===== src/rtl/turn_switch_encoder_if.sv =====
// turn_switch_encoder_if: raw switch pins in, request levels and status out
interface turn_switch_encoder_if;
    logic       sw_left;
    logic       sw_right;
    logic       Left;
    logic       Right;
    logic       pending;
    logic [1:0] mode;
    modport master (output sw_left, sw_right, input Left, Right, pending, mode);
    modport slave (input sw_left, sw_right, output Left, Right, pending, mode);
endinterface


===== src/rtl/turn_switch_encoder.sv =====
// turn_switch_encoder: synchronize and debounce turn switches, merge near-coincident presses into hazard
module turn_switch_encoder #(
    parameter int DEBOUNCE_CYCLES = 4,
    parameter int PAIR_WINDOW = 3
) (
    input logic clk,
    input logic reset,
    turn_switch_encoder_if.slave bus
);
    localparam int DW = $clog2(DEBOUNCE_CYCLES + 1);
    localparam int WW = $clog2(PAIR_WINDOW + 1);
    localparam logic [DW-1:0] D_LAST = DW'(DEBOUNCE_CYCLES - 1);
    localparam logic [WW-1:0] W_LAST = WW'(PAIR_WINDOW - 1);
    typedef enum logic [2:0] {IDLE, PAIR_WAIT, LEFT_ACT, RIGHT_ACT, HAZARD_ACT} state_t;
    state_t st, nxt;
    logic [1:0] s1, s2, deb;
    logic [DW-1:0] cnt [2];
    logic side, side_n;
    logic [WW-1:0] win, win_n;
    // bit 0 is the left channel, bit 1 the right channel
    always_ff @(posedge clk or negedge reset) begin
        if (!reset) begin
            s1 <= '0;
            s2 <= '0;
            deb <= '0;
            cnt[0] <= '0;
            cnt[1] <= '0;
        end else begin
            s1 <= {bus.sw_right, bus.sw_left};
            s2 <= s1;
            for (int i = 0; i < 2; i++) begin
                if (s2[i] == deb[i]) cnt[i] <= '0;
                else if (cnt[i] == D_LAST) begin
                    deb[i] <= s2[i];
                    cnt[i] <= '0;
                end else cnt[i] <= cnt[i] + 1'b1;
            end
        end
    end
    always_comb begin
        nxt = st;
        side_n = side;
        win_n = win;
        case (st)
            IDLE: begin
                if (&deb) nxt = HAZARD_ACT;
                else if (|deb) begin
                    nxt = PAIR_WAIT;
                    side_n = deb[1];
                    win_n = '0;
                end
            end
            PAIR_WAIT: begin
                if (deb[!side]) nxt = HAZARD_ACT;
                else if (!deb[side]) nxt = IDLE;
                else if (win == W_LAST) nxt = side ? RIGHT_ACT : LEFT_ACT;
                else win_n = win + 1'b1;
            end
            default: nxt = (deb == 2'b00) ? IDLE : st;
        endcase
    end
    // outputs are registered from the next state so they track the state register exactly
    always_ff @(posedge clk or negedge reset) begin
        if (!reset) begin
            st <= IDLE;
            side <= 1'b0;
            win <= '0;
            bus.Left <= 1'b0;
            bus.Right <= 1'b0;
            bus.pending <= 1'b0;
            bus.mode <= 2'b00;
        end else begin
            st <= nxt;
            side <= side_n;
            win <= win_n;
            bus.Left <= nxt == LEFT_ACT || nxt == HAZARD_ACT;
            bus.Right <= nxt == RIGHT_ACT || nxt == HAZARD_ACT;
            bus.pending <= nxt == PAIR_WAIT;
            bus.mode <= nxt == LEFT_ACT ? 2'b01 : nxt == RIGHT_ACT ? 2'b10 : nxt == HAZARD_ACT ? 2'b11 : 2'b00;
        end
    end
endmodule


===== src/flat_wrapper.sv =====
// flat-port wrapper written by rule: the top's interface ports become plain ports
module turn_switch_encoder_flat 
#(
    parameter int DEBOUNCE_CYCLES = 4,
    parameter int PAIR_WINDOW = 3
)
  (clk, reset, bus_sw_left, bus_sw_right, bus_Left, bus_Right, bus_pending, bus_mode);
  turn_switch_encoder_if bus_i ();
  input logic clk;
  input logic reset;
  input wire logic [$bits(bus_i.sw_left)-1:0] bus_sw_left;
  input wire logic [$bits(bus_i.sw_right)-1:0] bus_sw_right;
  output wire logic [$bits(bus_i.Left)-1:0] bus_Left;
  output wire logic [$bits(bus_i.Right)-1:0] bus_Right;
  output wire logic [$bits(bus_i.pending)-1:0] bus_pending;
  output wire logic [$bits(bus_i.mode)-1:0] bus_mode;
  assign bus_i.sw_left = bus_sw_left;
  assign bus_i.sw_right = bus_sw_right;
  assign bus_Left = bus_i.Left;
  assign bus_Right = bus_i.Right;
  assign bus_pending = bus_i.pending;
  assign bus_mode = bus_i.mode;
  turn_switch_encoder #(.DEBOUNCE_CYCLES(DEBOUNCE_CYCLES), .PAIR_WINDOW(PAIR_WINDOW)) u_core (.clk(clk), .reset(reset), .bus(bus_i));
endmodule

===== config.mk =====
export PLATFORM = sky130hd
export DESIGN_NAME = turn_switch_encoder_flat
export DESIGN_NICKNAME = d
export VERILOG_FILES = /design/src/rtl/turn_switch_encoder_if.sv /design/src/rtl/turn_switch_encoder.sv /design/src/flat_wrapper.sv
export SDC_FILE = /design/constraint.sdc
export NUM_CORES = 1
export LEC_CHECK = 0
export ABC_AREA = 1
export CAP_MARGIN = 20
export CORE_MARGIN = 1
export CORE_UTILIZATION = 55
export CTS_CLUSTER_DIAMETER = 30
export DETAILED_ROUTE_END_ITERATION = 10
export PLACE_DENSITY_LB_ADDON = 0.08
export SLEW_MARGIN = 20
export SYNTH_ARGS = -nofsm -noshare
export SYNTH_HDL_FRONTEND = slang
export SYNTH_SLANG_ARGS = --single-unit

===== constraint.sdc =====
create_clock -name clk -period 1.6 [get_ports clk]
set_clock_uncertainty 0.1 [all_clocks]
set_input_delay 0.16 -clock clk [delete_from_list [all_inputs] [get_ports clk]]
set_output_delay 0.16 -clock clk [all_outputs]
set_load 0.01 [all_outputs]

==> results.cfg <==
[worst_setup_path]
r2r_cells = 7
critPathMaxFanout = 2
cp_slowest_cell = clkdlybuf4s50_1
critPathLaunchType = flop
crit_cells = 1
arrival_ps = 1230
crit_path_cell_trace = clkdlybuf4s50_1
rrSetupSlack_ps = 200
rr_endpoint = u_core.bus.mode[0]
crit_end = bus_mode[0]
path_delay_family = buffers and inverters
cp-end-kind = primary output
path_class = reg -> out
crit_start = u_core.bus.mode[0]
critPathBufInv = 1
crit_required_ps = 1340
max_stage_delay_ps = 550
rr_startpoint = u_core.st[1]

[floorplan]
floorplan.initialDensity_pct = 59.8
fp.dieW_um = 45.6
rows = 15
die-area_sq_um = 2080
core-area_sq_um = 1750
io_pins = 9
chipHeight_um = 45.6

[placement]
gp_congestion = 0.762
port_buffers = 8
dp.cells = 143
dpl.hpwl_um = 1230

[sta]
tns_ps = 0
maxSlewHeadroom_pct = 81.7
tightest_slew_ps = 275
timing.final.hold_violations = 0
rsz0062_at_grt = false
period_share_pct = 93.2
fmax_mhz = 671
fin_crit_ps = 1490
finalSetupViolations = 0
maxSlewViolCount = 0

[hold_path]
hold_class = in -> async

[finish]
fin_nets = 130
antennaDiodeCount = 0
layout-drive-gt1-share_pct = 23.8
most-common-layout-cells = nand2_1 (23), dfrtp_1 (22), nor2_1 (12), inv_1 (11), nand2_2 (9)
layout.cells.non_filler = 147
final_common_cell = nand2_1
syn2layout_area_growth_pct = 14.1
final_core_util_pct = 68.2

[clocking]
post-cts-setup-buffers = 0
cts_resized = 0
cts_buffers = 3
insertion_delay_ps = 300
htree_levels = 1
clk_pin_slew_ps = 120
cts.sinks = 22
cts_root_buf = clkbuf_4
holdBufCountCts = 0
cts_tree = built
cts_buffer_depth = 2

[synth]
ys_ff_latch = 22
syn_area_sq_um = 1040
syn_inst = 110
avgSynthCellArea_sq_um = 9.49
synth_warnings = 0
synth_nets = 117
yosysUniqueCellTypes = 21
yosysSeqAreaShare_pct = 52.8

[grt]
grt_overflow = 0
antenna_found_initial = 0
first_global_vias = 671
grt_max_degree = 23
grt_pass1_wl_um = 2790
track_usage_pct = 19.2

[routing]
via_per_inst = 4.75
detail_route.wl_per_cell_um = 10.9
ant_nets = 0
drt_wl_total_um = 1600
first_iter_violations = 9
route.detailed.drc = 0
dr_total_vias = 698
drt_pass1_iterations = 4

[power_and_ir_drop]
irDropWorstVdd_uv = 982
cellLeakagePower_nw = 0.589
p_per_area_nw_per_um2 = 1950

[run]
maxCapViolCount = 0

[outcome]
status = complete, no violations
## power by group
group,internal [mW],leakage [nW],switching (mW)
Combinational,0.469,0.292,0.661
Sequential,0.739,0.276,0.149
Clock,0.139,0.0210,0.162
Total,1.35,0.589,0.972
## worst register-to-register path, delay by kind of cell (launching register included)
family           cells  cell delay [ps]
flip-flops           1              440
AO/OA/AOI/OAI        1              140
AND/OR/NAND/NOR      6              650
## through the flow
step / area (sq um) / hold WS, ps / setup slack (ps) / total power, mW
2_1_floorplan: 1040 / -236 / 324 / 1.76
3_5_place_dp: 1150 / 242 / 228 / 2.03
4_1_cts: 1190 / 91.3 / 94.3 / 2.35
5_1_grt: 1190 / 92.4 / 55.6 / 2.52
3_3_place_gp: 1150 / 235 / 250 / 2.00
6_report: 1190 / 86.3 / 109 / 2.32
## synthesized netlist by cell type (all sizes together)
library cell  count  area share [%]
nor3b             2             1.4
xnor2             2             1.7
a21oi             3             1.8
inv              15             5.4
nand3             7             4.8
nand3b            2             3.0
ha                3             3.6
o21ai             2            0.96
buf               1            0.72
dfrtp            22              53
nor3              2            0.96
nand2            33              15
nor2             16             8.2
## cell families (layout without fill, tap and decap cells)
logic type | count (synthesis) | in the layout | synth area share (%)
buf+inv | 16 | 28 | 6.11
compound gates | 5 | 5 | 2.76
simple gates | 62 | 62 | 33.1
xor+xnor | 2 | 2 | 1.68
fa+ha+maj | 3 | 3 | 3.60
flops | 22 | 22 | 52.8
## worst min path at each step
stage | startpoint | end | slack, ps
after CTS | reset | u_core.s2[1] | 90
after global routing | reset | u_core.s2[1] | 90
after global placement | u_core.s1[1] | u_core.s2[1] | 230
final | reset | u_core.s2[1] | 90
after floorplan | reset | u_core.bus.Right | -240
after detailed placement | u_core.s1[0] | u_core.s2[0] | 240
## per-layer routing
metal  global-route usage (%)  part of all wire (%)  vias up
li1                         -                     -      362
met3                     4.76                   2.6        2
met2                     29.7                    49        6
met4                     9.09                  0.87        0
met5                        0                     0        -
met1                     25.0                    48      328
## registers in the layout, summed over array words and instances, names as in the netlist, 2 cells and up
register / cells
u_core.s2: 2
u_core.s1: 2
u_core.deb: 2
u_core.cnt: 6
u_core.bus.mode: 2
u_core.st: 3
u_core.win: 2
## area by class of cell
type | count | area, sq um
Inverter | 15 | 56.3
Sequential cell | 22 | 551
Fill cell | 160 | 554
Timing Repair Buffer | 9 | 87.6
Multi-Input combinational cell | 72 | 429
Clock buffer | 4 | 36.3
Tap cell | 25 | 31.3
Note: power is estimated with default switching activity, not from simulation.
